### src/rtl/i2c_target_responder_if.sv
// I2C target bus bundle: raw SCL/SDA lines, open-drain pull enable and fabric byte handshake.
`timescale 1ns/1ps
interface i2c_target_responder_if;
  logic       scl;
  logic       sda;
  logic       sda_pull_low;
  logic [7:0] rx_data;
  logic       rx_valid;
  logic [7:0] tx_data;
  logic       tx_request;
  logic       busy;
  logic       rw;
  logic       general_call;

  modport master (
    output scl, sda, tx_data,
    input  sda_pull_low, rx_data, rx_valid, tx_request, busy, rw, general_call
  );

  modport slave (
    input  scl, sda, tx_data,
    output sda_pull_low, rx_data, rx_valid, tx_request, busy, rw, general_call
  );
endinterface

### src/rtl/i2c_target_responder.sv
// I2C target endpoint: oversampled SCL/SDA, START/STOP detection, 7-bit address match, byte RX/TX.
// Optional GENERAL_CALL_EN: also acknowledge the general-call write address 8'h00.
`timescale 1ns/1ps
module i2c_target_responder #(
  parameter logic [6:0]  ADDRESS     = 7'h48,
  parameter int unsigned SYNC_STAGES = 2
) (
  input logic                    clk,
  input logic                    rst_n,
  i2c_target_responder_if.slave  bus
);

`ifdef GENERAL_CALL_EN
  localparam bit GC_EN = 1'b1;
`else
  localparam bit GC_EN = 1'b0;
`endif

  localparam int unsigned CNT_W = 4;

  typedef enum logic [2:0] {
    IDLE, ADDR, ADDR_ACK, WR_DATA, WR_ACK, RD_DATA, RD_ACK, WAIT_STOP
  } state_t;

  logic [SYNC_STAGES-1:0] scl_sync, sda_sync;
  logic                   scl_d, sda_d;
  logic                   scl_s, sda_s;
  logic                   scl_rise, scl_fall, start, stop;

  state_t           state, state_nxt;
  logic [CNT_W-1:0] bit_cnt, bit_cnt_nxt;
  logic [7:0]       shift, shift_nxt;
  logic [7:0]       rx_data, rx_data_nxt;
  logic             pull_low, pull_low_nxt;
  logic             rx_valid, rx_valid_nxt;
  logic             tx_request, tx_request_nxt;
  logic             busy, busy_nxt;
  logic             rw, rw_nxt;
  logic             gcall, gcall_nxt;

  // Synchroniser chain plus one history flop; idle bus level is high.
  always_ff @(posedge clk or negedge rst_n) begin
    if (!rst_n) begin
      scl_sync <= '1;
      sda_sync <= '1;
      scl_d    <= 1'b1;
      sda_d    <= 1'b1;
    end else begin
      scl_sync <= {scl_sync[SYNC_STAGES-2:0], bus.scl};
      sda_sync <= {sda_sync[SYNC_STAGES-2:0], bus.sda};
      scl_d    <= scl_sync[SYNC_STAGES-1];
      sda_d    <= sda_sync[SYNC_STAGES-1];
    end
  end

  assign scl_s    = scl_sync[SYNC_STAGES-1];
  assign sda_s    = sda_sync[SYNC_STAGES-1];
  assign scl_rise = scl_s & ~scl_d;
  assign scl_fall = ~scl_s & scl_d;
  assign start    = scl_s & sda_d & ~sda_s;
  assign stop     = scl_s & ~sda_d & sda_s;

  always_ff @(posedge clk or negedge rst_n) begin
    if (!rst_n) begin
      state      <= IDLE;
      bit_cnt    <= '0;
      shift      <= '0;
      rx_data    <= '0;
      pull_low   <= 1'b0;
      rx_valid   <= 1'b0;
      tx_request <= 1'b0;
      busy       <= 1'b0;
      rw         <= 1'b0;
      gcall      <= 1'b0;
    end else begin
      state      <= state_nxt;
      bit_cnt    <= bit_cnt_nxt;
      shift      <= shift_nxt;
      rx_data    <= rx_data_nxt;
      pull_low   <= pull_low_nxt;
      rx_valid   <= rx_valid_nxt;
      tx_request <= tx_request_nxt;
      busy       <= busy_nxt;
      rw         <= rw_nxt;
      gcall      <= gcall_nxt;
    end
  end

  always_comb begin
    state_nxt      = state;
    bit_cnt_nxt    = bit_cnt;
    shift_nxt      = shift;
    rx_data_nxt    = rx_data;
    pull_low_nxt   = pull_low;
    rx_valid_nxt   = 1'b0;
    tx_request_nxt = 1'b0;
    busy_nxt       = busy;
    rw_nxt         = rw;
    gcall_nxt      = gcall;
    if (start) begin
      state_nxt    = ADDR;
      bit_cnt_nxt  = '0;
      pull_low_nxt = 1'b0;
    end else if (stop) begin
      state_nxt    = IDLE;
      bit_cnt_nxt  = '0;
      pull_low_nxt = 1'b0;
      busy_nxt     = 1'b0;
      gcall_nxt    = 1'b0;
    end else begin
      unique case (state)
        ADDR: begin
          if (scl_rise && bit_cnt < CNT_W'(8)) begin
            shift_nxt   = {shift[6:0], sda_s};
            bit_cnt_nxt = bit_cnt + CNT_W'(1);
          end else if (scl_fall && bit_cnt == CNT_W'(8)) begin
            bit_cnt_nxt = '0;
            if (shift[7:1] == ADDRESS) begin
              state_nxt      = ADDR_ACK;
              pull_low_nxt   = 1'b1;
              rw_nxt         = shift[0];
              busy_nxt       = 1'b1;
              gcall_nxt      = 1'b0;
              tx_request_nxt = shift[0];
            end else if (GC_EN && shift == 8'h00) begin
              state_nxt    = ADDR_ACK;
              pull_low_nxt = 1'b1;
              rw_nxt       = 1'b0;
              busy_nxt     = 1'b1;
              gcall_nxt    = 1'b1;
            end else begin
              state_nxt    = WAIT_STOP;
              pull_low_nxt = 1'b0;
              busy_nxt     = 1'b0;
              gcall_nxt    = 1'b0;
            end
          end
        end
        ADDR_ACK: begin
          if (scl_fall) begin
            if (rw) begin
              state_nxt    = RD_DATA;
              shift_nxt    = bus.tx_data;
              pull_low_nxt = ~bus.tx_data[7];
              bit_cnt_nxt  = CNT_W'(1);
            end else begin
              state_nxt    = WR_DATA;
              pull_low_nxt = 1'b0;
              bit_cnt_nxt  = '0;
            end
          end
        end
        WR_DATA: begin
          if (scl_rise && bit_cnt < CNT_W'(8)) begin
            shift_nxt   = {shift[6:0], sda_s};
            bit_cnt_nxt = bit_cnt + CNT_W'(1);
            if (bit_cnt == CNT_W'(7)) begin
              rx_data_nxt  = {shift[6:0], sda_s};
              rx_valid_nxt = 1'b1;
            end
          end else if (scl_fall && bit_cnt == CNT_W'(8)) begin
            state_nxt    = WR_ACK;
            pull_low_nxt = 1'b1;
            bit_cnt_nxt  = '0;
          end
        end
        WR_ACK: begin
          if (scl_fall) begin
            state_nxt    = WR_DATA;
            pull_low_nxt = 1'b0;
          end
        end
        // bit_cnt counts bits already placed on SDA; the 9th fall hands SDA back to the master.
        RD_DATA: begin
          if (scl_fall) begin
            if (bit_cnt == CNT_W'(8)) begin
              state_nxt    = RD_ACK;
              pull_low_nxt = 1'b0;
              bit_cnt_nxt  = '0;
            end else begin
              shift_nxt    = {shift[6:0], 1'b0};
              pull_low_nxt = ~shift[6];
              bit_cnt_nxt  = bit_cnt + CNT_W'(1);
            end
          end
        end
        // bit_cnt==1 here records that the master acknowledged and wants another byte.
        RD_ACK: begin
          if (scl_rise) begin
            if (!sda_s) begin
              tx_request_nxt = 1'b1;
              bit_cnt_nxt    = CNT_W'(1);
            end else begin
              state_nxt = WAIT_STOP;
              busy_nxt  = 1'b0;
            end
          end else if (scl_fall && bit_cnt == CNT_W'(1)) begin
            state_nxt    = RD_DATA;
            shift_nxt    = bus.tx_data;
            pull_low_nxt = ~bus.tx_data[7];
            bit_cnt_nxt  = CNT_W'(1);
          end
        end
        default: ;
      endcase
    end
  end

  assign bus.sda_pull_low = pull_low;
  assign bus.rx_data      = rx_data;
  assign bus.rx_valid     = rx_valid;
  assign bus.tx_request   = tx_request;
  assign bus.busy         = busy;
  assign bus.rw           = rw;
  assign bus.general_call = gcall;

endmodule
### src/flat_wrapper.sv
// flat-port wrapper written by rule: the top's interface ports become plain ports
module i2c_target_responder_flat 
#(
  parameter logic [6:0]  ADDRESS     = 7'h48,
  parameter int unsigned SYNC_STAGES = 2
)
  (clk, rst_n, bus_scl, bus_sda, bus_tx_data, bus_sda_pull_low, bus_rx_data, bus_rx_valid, bus_tx_request, bus_busy, bus_rw, bus_general_call);
  i2c_target_responder_if bus_i ();
  input logic clk;
  input logic rst_n;
  input wire logic [$bits(bus_i.scl)-1:0] bus_scl;
  input wire logic [$bits(bus_i.sda)-1:0] bus_sda;
  input wire logic [$bits(bus_i.tx_data)-1:0] bus_tx_data;
  output wire logic [$bits(bus_i.sda_pull_low)-1:0] bus_sda_pull_low;
  output wire logic [$bits(bus_i.rx_data)-1:0] bus_rx_data;
  output wire logic [$bits(bus_i.rx_valid)-1:0] bus_rx_valid;
  output wire logic [$bits(bus_i.tx_request)-1:0] bus_tx_request;
  output wire logic [$bits(bus_i.busy)-1:0] bus_busy;
  output wire logic [$bits(bus_i.rw)-1:0] bus_rw;
  output wire logic [$bits(bus_i.general_call)-1:0] bus_general_call;
  assign bus_i.scl = bus_scl;
  assign bus_i.sda = bus_sda;
  assign bus_i.tx_data = bus_tx_data;
  assign bus_sda_pull_low = bus_i.sda_pull_low;
  assign bus_rx_data = bus_i.rx_data;
  assign bus_rx_valid = bus_i.rx_valid;
  assign bus_tx_request = bus_i.tx_request;
  assign bus_busy = bus_i.busy;
  assign bus_rw = bus_i.rw;
  assign bus_general_call = bus_i.general_call;
  i2c_target_responder #(.ADDRESS(ADDRESS), .SYNC_STAGES(SYNC_STAGES)) u_core (.clk(clk), .rst_n(rst_n), .bus(bus_i));
endmodule
### config.mk
export PLATFORM = sky130hd
export DESIGN_NAME = i2c_target_responder_flat
export DESIGN_NICKNAME = d
export VERILOG_FILES = /design/src/rtl/i2c_target_responder_if.sv /design/src/rtl/i2c_target_responder.sv /design/src/flat_wrapper.sv
export SDC_FILE = /design/constraint.sdc
export NUM_CORES = 1
export LEC_CHECK = 0
export ABC_AREA = 0
export CAP_MARGIN = 10
export CORE_ASPECT_RATIO = 1.5
export CORE_MARGIN = 10
export CORE_UTILIZATION = 49
export DETAILED_ROUTE_END_ITERATION = 10
export GPL_ROUTABILITY_DRIVEN = 0
export PLACE_DENSITY = 0.84
export SYNTH_ARGS = -nofsm -noshare
export SYNTH_HDL_FRONTEND = slang
export SYNTH_SLANG_ARGS = --single-unit
### constraint.sdc
create_clock -name clk -period 3.2 [get_ports clk]
set_clock_uncertainty 0.15 [all_clocks]
set_input_delay 0.64 -clock clk [delete_from_list [all_inputs] [get_ports clk]]
set_output_delay 0.64 -clock clk [all_outputs]
set_load 0.02 [all_outputs]
# Word level (Yosys, flattened, before mapping)
# Index checks and enable logic that the tools add are counted.
totals:
  regBits: 35
  out_inout_bits: 14
  word_cells: 157
op_classes:
  n_addsub: 1
  magnitude_cmp: 1
  n_eq_ne: 36
  muxes: 72
  n_bitwise: 15
  n_reduce_logical: 18
ops:
  columns: ["op", "n"]
  rows:
  - ["two-way mux 8 bit", 7]
  - ["two-way mux 3 bit", 15]
  - ["two-way mux 4 bit", 10]
  - ["two-way mux 1 bit", 34]
  - ["one-hot mux 8 bit (4 select lines)", 1]
  - ["!= test 4 x 1 -> 1 bit, second input constant", 7]
  - ["AND reduction 10 bit", 2]
  - ["one-hot mux 3 bit (6 select lines)", 1]
  - ["AND reduction 6 bit", 3]
  - ["one-hot mux 4 bit (4 select lines)", 1]
  - ["!= test 2 x 1 -> 1 bit, second input constant", 6]
  - ["AND reduction 11 bit", 1]
  - ["!= test 5 x 1 -> 1 bit, second input constant", 2]
  - ["equality test 3 bit, second input constant", 3]
  - ["!= test 3 x 1 -> 1 bit, second input constant", 3]
  - ["inverter 1 bit", 9]
  - ["!= test 4 x 2 -> 1 bit, second input constant", 2]
  - ["nonzero test 8 bit", 1]
  - ["equality test 7 bit, second input constant", 1]
  - ["AND 1 bit", 6]
  - ["equality test 3 x 2 -> 1 bit, second input constant", 2]
  - ["one-hot mux 1 bit (6 select lines)", 1]
  - ["nonzero test 6 bit", 1]
  - ["!= test 5 x 4 -> 1 bit, second input constant", 1]
  - ["18 further kinds", 23]

# Longest topological paths before layout
# Gate-level depths: netlist of the first run.
depth:
  word_depth: 8
  mapped_depth: 7
  mapped_depth_nobuf: 7

# Least setup slack after synthesis of the first run
# OpenSTA, ideal clock, no wires.
synth_timing:
  kind: "register -> register"
  startpoint: "register u_core.bit_cnt[0]"
  endpoint: "register u_core.shift[1]"
  arrival_time_ns: 1.948
  t_required_ns: 2.925
  slack_ns: 0.977
  path_stages_with_launch: 8
  path_buffers: 0
  synth_period_minus_slack_ns: 2.223
  path_cell_list: "dfrtp_1 inv_1 ha_1 and3b_2 or4_1 o221ai_2 o2111ai_4 mux2_2"
synth_between:
  elab_chain_len: 4
  elab_cells_between_ends: 9
synth_lines:
  columns: ["element", "line", "rtl"]
  rows:
  - ["start, declared", "i2c_target_responder.sv:31", "logic [CNT_W-1:0] bit_cnt, bit_cnt_nxt;"]
  - ["start signal, assigned", "i2c_target_responder.sv:77", "bit_cnt <= bit_cnt_nxt;"]
  - ["less-than comparator 4 bit or equality test 4 x 1 -> 1 bit (tied branches)", "i2c_target_responder.sv:113, i2c_target_responder.sv:154, i2c_target_responder.sv:197", null]
  - ["logical AND 1 bit, on equally long branches", "i2c_target_responder.sv:113, i2c_target_responder.sv:154, i2c_target_responder.sv:197", null]
  - ["!= test 2 x 1 -> 1 bit (no source line)", null, null]
  - ["AND reduction 10 bit (no source line) (*)", null, null]
  - ["end signal, assigned", "i2c_target_responder.sv:78", "shift <= shift_nxt;"]
  - ["end, declared", "i2c_target_responder.sv:32", "logic [7:0] shift, shift_nxt;"]
# Mark *: on every way between the ends. The rest lies on a longest branch, timed or not.
# A chain may end at the register's enable or synchronous reset.

# Worst setup path after layout of the first run
layout_timing:
  startpoint: "register u_core.bit_cnt[0]"
  endpoint: "register u_core.shift[7]"
# The elaborated chain is that of the path after synthesis.

==> results.md, run 1 <==
- Outcome: finished clean
- Unique masters post-synth: 50
- Register-to-Register Path Depth: 7
- Critical register-to-register path startpoint: u_core.bit_cnt[0]
- Final Total Pwr: 1.14 mW
- Sw Ratio: 29.4%
- Max-slew violation total from the final report: 0
- Number of storage elements in the synthesis netlist: 34
- Antenna violations before repair: 0
- Transition time at the pin with the least slew margin: 0.557 ns
- R2r setup slk: 0.74 ns
- Count of filler cells inserted in the layout: 306
- Avg Inst Size Synth: 10.4 um2
- First-pass GRT wire length: 7.45 mm
- Worst EP required: 3.22 ns
- Max-cap check violation count: 0
- Arrival time reported for the critical path endpoint: 2.48 ns
- Post-synth ARST share: 100%
- Minimum setup slack after placement: 0.755 ns
- Resized Gates After CTS: 0
- Total via count in the routed design: 1528
- Mean number of vias per cell: 6.16
- Number of buffers added on ports: 24
- Number of placement rows: 27
- Sort of element at the start of the critical path: flip-flop
- H-Tree Level Count: 2
- Critical path origin: u_core.bit_cnt[0]
- Hold violation count in the final report: 0
- Tightest slew margin relative to the limit: 62.9%
- Area of the core: 3720 um2
- Worst-path clk slew: 0.07 ns
- Top FF cell, synth: sky130_fd_sc_hd__dfrtp_1
- Sum Neg Setup Slack: 0 ns
- Count of nets left with antenna violations after detail routing: 0
- Post-synthesis to final-layout area growth: 18.1%
- Total internal power: 0.806 mW
- Number of remaining DRC errors: 0
- Sum of overflow across all layers after global routing: 0
- Worst-path maximum fanout: 8
- Wire length per cell: 17.8 um
- Height of the die: 96.3 um
- Skew-Pair Late Insertion Delay: 0.28 ns
- Buffers from clock root to sink, at most: 2
- Net switching power figure: 0.336 mW
- Fin crit period: 2.46 ns
- Final wirelength: 4.42 mm
- Post-Syn Nets: 198
- First-pass DRT Iterations: 4
- Maximum number of pins on one net before global-route repair: 35
- Setup bufs post-CTS: 0
- Starting density of the core: 51.2%
- Portion of total power attributed to the clock network: 28.8%
- Fraction of layout cells with a size suffix above 1: 19.5%
- Util after Layout: 60.4%
- Worst hold path startpoint: u_core.sda_sync[0]
- Via count of the first global-routing pass: 1559
- Final Cell Area: 2250 um2
- Number of violations reported at the end of detailed-routing iteration 0: 63
- Unrepaired setup endpoints after global routing: false
- Net count reported at finish: 219
- Cell area after technology mapping: 1900 um2
- Final number of setup-violating endpoints: 0
- Ports placed on the boundary: 26
- Clock tree from TritonCTS: done
- Cell area reported after detailed placement: 2150 um2
- Width of the chip: 70.9 um
- Overall die area: 6820 um2
- Portion of the clock cycle consumed by the worst path in the final layout: 76.9%
- Yosys warnings: 0
- HP Class: reg -> reg
- Clock root cell: sky130_fd_sc_hd__clkbuf_8
- Logic gate share of total power: 22.2%
- Hold buffer count at CTS: 0
- Number of flops mapped to enable cells by yosys: 0
- Global routing usage summed across all routing layers: 13.3%
- Capturing element of the worst setup path: u_core.shift[7]
- Setup Crit Path Kind: reg -> reg
- P_leak: 0.936 nW
- TritonCTS Buffers: 5
- Ant diodes: 0
- Maximum frequency from static timing analysis: 0.406 GHz
- Max VDD drop: 414 uV
- Sequential fraction of design power: 49.0%
- HPWL after DPL: 3.20 mm
- Kind of end point of the critical path: flip-flop
- Capturing point of the worst reg2reg path: u_core.shift[7]
- Power density over the cells: 508 nW/um2
- Clock sink total: 34
- Final worst setup slack: 0.739 ns
- Post-synthesis cell count: 183
- Seq/Total Area, Yosys: 45.1%
-- critical path: stages (launching register included) --
cell and delay [ns]:
sky130_fd_sc_hd__dfrtp_1 0.43, sky130_fd_sc_hd__inv_1 0.11, sky130_fd_sc_hd__ha_1 0.22, sky130_fd_sc_hd__and3b_2 0.24
sky130_fd_sc_hd__or4_1 0.50, sky130_fd_sc_hd__o221ai_2 0.10, sky130_fd_sc_hd__o2111ai_4 0.26, sky130_fd_sc_hd__mux2_2 0.34
-- layer usage --
layer | vias up | global-route usage, % | wire, um
met5 | - | 0 | 0
met4 | 0 | 6.31 | 140
met3 | 15 | 4.02 | 262
met2 | 64 | 23.9 | 2350
met1 | 734 | 13.7 | 1660
li1 | 715 | - | -
-- power by group through the flow --
stage / clock (mW) / sequential (mW) / combinational, mW
CTS: 0.332 / 0.560 / 0.255
floorplan: 0 / 0.538 / 0.204
global route: 0.351 / 0.570 / 0.285
finish: 0.329 / 0.559 / 0.253
detailed placement: 0 / 0.568 / 0.252
global placement: 0 / 0.562 / 0.246
-- layout by cell type, fill, tap and decap left out, types with 3 or more instances in the layout --
cell type,n
sky130_fd_sc_hd__clkdlybuf4s50_1,24
sky130_fd_sc_hd__a31oi_1,3
sky130_fd_sc_hd__nor3_1,5
sky130_fd_sc_hd__nor2b_1,3
sky130_fd_sc_hd__nand2b_1,4
sky130_fd_sc_hd__dfrtp_1,28
sky130_fd_sc_hd__clkbuf_8,6
sky130_fd_sc_hd__nor2_1,10
sky130_fd_sc_hd__nand3_1,6
sky130_fd_sc_hd__inv_1,8
sky130_fd_sc_hd__nand2_1,11
sky130_fd_sc_hd__mux2i_1,3
sky130_fd_sc_hd__nand3b_1,3
sky130_fd_sc_hd__mux2_2,21
sky130_fd_sc_hd__ha_1,3
sky130_fd_sc_hd__o21ai_0,13
sky130_fd_sc_hd__a21oi_1,8
sky130_fd_sc_hd__dfstp_2,6
-- cells by family (layout without fill, tap and decap cells) --
| group | after synthesis | in the layout | synth area share, % |
|---|---|---|---|
| buf+inv | 19 | 41 | 4.14 |
| fa+ha+maj | 3 | 3 | 1.97 |
| xor+xnor | 1 | 1 | 0.461 |
| other cells | 1 | 1 | 0.197 |
| simple gates | 55 | 55 | 16.4 |
| flops | 34 | 34 | 45.1 |
| compound gates | 46 | 46 | 17.7 |
| mux | 24 | 24 | 14.0 |
-- per-stage QoR --
stage               cells  hold WS, ns
global placement      240        0.195
floorplan             183        0.194
detailed placement    240        0.197
CTS                   248        0.207
global route          248        0.206
finish                248        0.203
-- Yosys cell counts, drive strengths merged (4+ instances only) --
master	number	area (um2)
mux2	21	236
inv	8	30.0
dfstp	6	158
buf	4	22.5
nand3	6	30.0
nor3	6	41.3
dfrtp	28	701
clkbuf	7	26.3
nor2	10	37.5
a21oi	8	40.0
nand2	11	41.3
nand2b	4	25.0
o21ai	13	65.1
-- worst min-delay path by stage --
stage | depth (start not counted) | slack, ns | end
floorplan | 0 | 0.19 | u_core.bit_cnt[0]
global placement | 0 | 0.20 | u_core.scl_sync[1]
detailed placement | 0 | 0.20 | u_core.scl_sync[1]
CTS | 0 | 0.21 | u_core.scl_sync[1]
global route | 0 | 0.21 | u_core.sda_sync[1]
finish | 0 | 0.20 | u_core.sda_sync[1]
-- final cells by class --
| class | count | area (um2) | area share [%] |
|---|---|---|---|
| Clock buffer | 7 | 86.3 | 3.84 |
| Clock inverter | 1 | 5.00 | 0.223 |
| Inverter | 8 | 30.0 | 1.34 |
| Multi-Input combinational cell | 130 | 965 | 43.0 |
| Sequential cell | 34 | 858 | 38.2 |
| Tap cell | 43 | 53.8 | 2.40 |
| Timing Repair Buffer | 25 | 248 | 11.0 |
-- registers in the layout (all words and copies together) (netlist names), 2 cells and up --
register / count
u_core.bit_cnt: 4
u_core.scl_sync: 2
u_core.bus.rx_data: 8
u_core.shift: 8
u_core.sda_sync: 2
u_core.state: 3
(Power assumes the default switching activity.)
==> inputs of run 2 (changes only) <==
- clock period: 3.2 -> 2.45 ns (I/O delays scaled with it)
==> run 2 against run 1 <==
Effect of this change:
- maximum frequency is 3.7% higher
- design area rose by 2.8%
- global-route usage grew 0.69 points
- sequential power is 31% higher
- final cell count grew 3.2%
- register-to-register slack got worse by 0.66 ns
- combinational power rose by 42%
- critical path type unchanged
- largest cell class unchanged
- largest power group unchanged
==> results.md, run 2 (same netlist as run 1, synthesis figures left out) <==
- HP Class: reg -> reg
- Logic gate share of total power: 23.7% (+1.5 points)
- Sum Neg Setup Slack: 0 ns (unchanged)
- Area of the core: 3720 um2 (unchanged)
- Total internal power: 1.07 mW (+32%)
- Worst-path maximum fanout: 5 (-3)
- Worst hold path startpoint: u_core.sda_sync[0]
- HPWL after DPL: 3.40 mm (+6.5%)
- Max-cap check violation count: 0 (unchanged)
- Starting density of the core: 51.2% (unchanged)
- Clock root cell: sky130_fd_sc_hd__clkbuf_8
- Cell with the largest stage delay on the worst path: sky130_fd_sc_hd__a221oi_1
- Delay contributed by the slowest stage of the critical path: 0.44 ns (-0.06 ns)
- Count of nets left with antenna violations after detail routing: 0 (unchanged)
- Maximum number of pins on one net before global-route repair: 35 (unchanged)
- Most common cell after layout, fill and taps aside: sky130_fd_sc_hd__dfrtp_1
- Wire length per cell: 18.2 um (+1.9%)
- Arrival time reported for the critical path endpoint: 2.44 ns (-0.04 ns)
- Setup Crit Path Kind: reg -> reg
- Tightest slew margin relative to the limit: 64.6% (+1.8 points)
- Height of the die: 96.3 um (unchanged)
- Power density over the cells: 654 nW/um2 (+29%)
- Critical register-to-register path startpoint: u_core.bit_cnt[0]
- Worst-path clk slew: 0.07 ns (about the same)
- Via count of the first global-routing pass: 1669 (+7.1%)
- H-Tree Level Count: 2 (unchanged)
- Skew-Pair Late Insertion Delay: 0.28 ns (about the same)
- Capturing point of the worst reg2reg path: u_core.bit_cnt[0]
- Count of filler cells inserted in the layout: 290 (-5.2%)
- Hold violation count in the final report: 0 (unchanged)
- Instance count along the most critical hold path: 0 (unchanged)
- Number of remaining DRC errors: 0 (unchanged)
- First-pass DRT Iterations: 4 (unchanged)
- Total via count in the routed design: 1604 (+5.0%)
- Portion of total power attributed to the clock network: 27.7% (-1.1 points)
- P_leak: 0.975 nW (+4.1%)
- Number of placement rows: 27 (unchanged)
- Post-synthesis to final-layout area growth: 21.4%
- Max VDD drop: 567 uV (+37%)
- Antenna violations before repair: 0 (unchanged)
- Fraction of layout cells with a size suffix above 1: 23.0% (+3.5 points)
- Width of the chip: 70.9 um (unchanged)
- Ports placed on the boundary: 26 (unchanged)
- Max-slew violation total from the final report: 0 (unchanged)
- Kind of end point of the critical path: flip-flop
- Sort of element at the start of the critical path: flip-flop
- Net switching power figure: 0.442 mW (+32%)
- R2r setup slk: 0.08 ns (-0.66 ns)
- Maximum frequency from static timing analysis: 0.422 GHz (+3.7%)
- Largest regs: u_core.bus.rx_data: 8 flops, u_core.shift: 8 flops, u_core.bit_cnt: 4 flops
- Ant diodes: 0 (unchanged)
- Unrepaired setup endpoints after global routing: false
- Register-to-Register Path Depth: 7 (unchanged)
- Final number of setup-violating endpoints: 0 (unchanged)
- Final wirelength: 4.65 mm (+5.2%)
- Outcome: finished clean
- Overall die area: 6820 um2 (unchanged)
- Fin crit period: 2.37 ns (-0.0884 ns)
- Sw Ratio: 29.3% (-0.13 points)
- Worst EP required: 2.52 ns (-0.70 ns)
- Sum of overflow across all layers after global routing: 0 (unchanged)
- Transition time at the pin with the least slew margin: 0.530 ns (-0.0266 ns)
- Sequential fraction of design power: 48.6% (-0.4 points)
- Number of buffers added on ports: 24 (unchanged)
- Sequence of cells on the critical path: inv_1 > ha_1 > and3b_2 > nor2_1 > o211ai_1 > a221oi_1 > a32o_1
- Net count reported at finish: 227 (+3.7%)
- Top library cells by usage in the layout, fill and taps aside: sky130_fd_sc_hd__dfrtp_1 (28), sky130_fd_sc_hd__clkdlybuf4s50_1 (24), sky130_fd_sc_hd__mux2_2 (21)
- Number of standard cells in the final layout excluding fillers: 256 (+3.2%)
- Number of violations reported at the end of detailed-routing iteration 0: 58 (-7.9%)
- Clock sink total: 34 (unchanged)
- First-pass GRT wire length: 7.71 mm (+3.6%)
- Global routing usage summed across all routing layers: 13.9% (+0.69 points)
- Mean number of vias per cell: 6.27 (+1.7%)
- Buffers from clock root to sink, at most: 2 (unchanged)
- Hold Path End: u_core.sda_sync[1]
- Portion of the clock cycle consumed by the worst path in the final layout: 96.8% (+20 points)
- Clock tree from TritonCTS: done
- TritonCTS Buffers: 5 (unchanged)
- Instance count after placement with tap cells included: 246 (+2.5%)
==> run 2: metal layers <==
metal  global-route usage, %  part of all wire, %
met1                    13.5                   36
met2                    25.8                   54
met3                    3.50                  5.6
met4                    8.74                  3.9
met5                       0                    0
==> run 2: metrics by stage <==
step / area (um2) / hold WS, ns / power [mW] / utilization (%) / setup WS [ns]
finish: 2310 / 0.208 / 1.51 / 62.1 / 0.0779
global route: 2310 / 0.214 / 1.59 / 62.1 / 0.0101
CTS: 2290 / 0.210 / 1.51 / 61.6 / 0.0561
detailed placement: 2200 / 0.198 / 1.09 / 59.2 / 0.0868
global placement: 2200 / 0.197 / 1.06 / 59.2 / 0.131
floorplan: 1900 / 0.0444 / 0.969 / - / 0.227
==> run 2: repair_timing <==
| item | CTS | global route |
|---|---|---|
| hold buffers | 0 | 0 |
| resized for setup | 0 | 1 |
| setup buffers | 0 | 2 |
| setup endpoints to repair | 0 | 7 |
==> run 2: layout make-up <==
type | instances | area (um2) | area share (%)
tap | 43 | 53.8 | 2.33
inverter | 8 | 30.0 | 1.30
multi-input combinational | 130 | 967 | 41.9
timing repair buffer | 33 | 308 | 13.3
clock inverter | 1 | 5.00 | 0.217
clock buffer | 7 | 86.3 | 3.74
sequential | 34 | 858 | 37.2
==> run 2: how the worst max path moves through the flow <==
| stage | from | endpoint | depth (start not counted) |
|---|---|---|---|
| final | u_core.bit_cnt[0] | u_core.bit_cnt[0] | 7 |
| after global routing | u_core.bit_cnt[0] | u_core.bit_cnt[0] | 7 |
| after CTS | u_core.bit_cnt[0] | u_core.shift[3] | 7 |
| after detailed placement | u_core.bit_cnt[0] | u_core.shift[3] | 7 |
| after global placement | u_core.bit_cnt[0] | u_core.shift[2] | 7 |
| after floorplan | u_core.bit_cnt[0] | u_core.shift[1] | 7 |
==> run 2: power groups by stage <==
| stage | clock network (mW) | logic, mW | registers [mW] |
|---|---|---|---|
| after detailed placement | 0 | 0.347 | 0.739 |
| after floorplan | 0 | 0.266 | 0.703 |
| after global placement | 0 | 0.334 | 0.730 |
| final | 0.418 | 0.358 | 0.733 |
| after global routing | 0.450 | 0.394 | 0.746 |
| after CTS | 0.432 | 0.352 | 0.730 |
==> run 2: critical path: cells and delay by family (launching register included) <==
family	cells	cell delay (ns)
AO/OA/AOI/OAI	3	0.87
AND/OR/NAND/NOR	2	0.57
flip-flops	1	0.42
adder cells (fa/ha/maj)	1	0.21
buffers and inverters	1	0.08
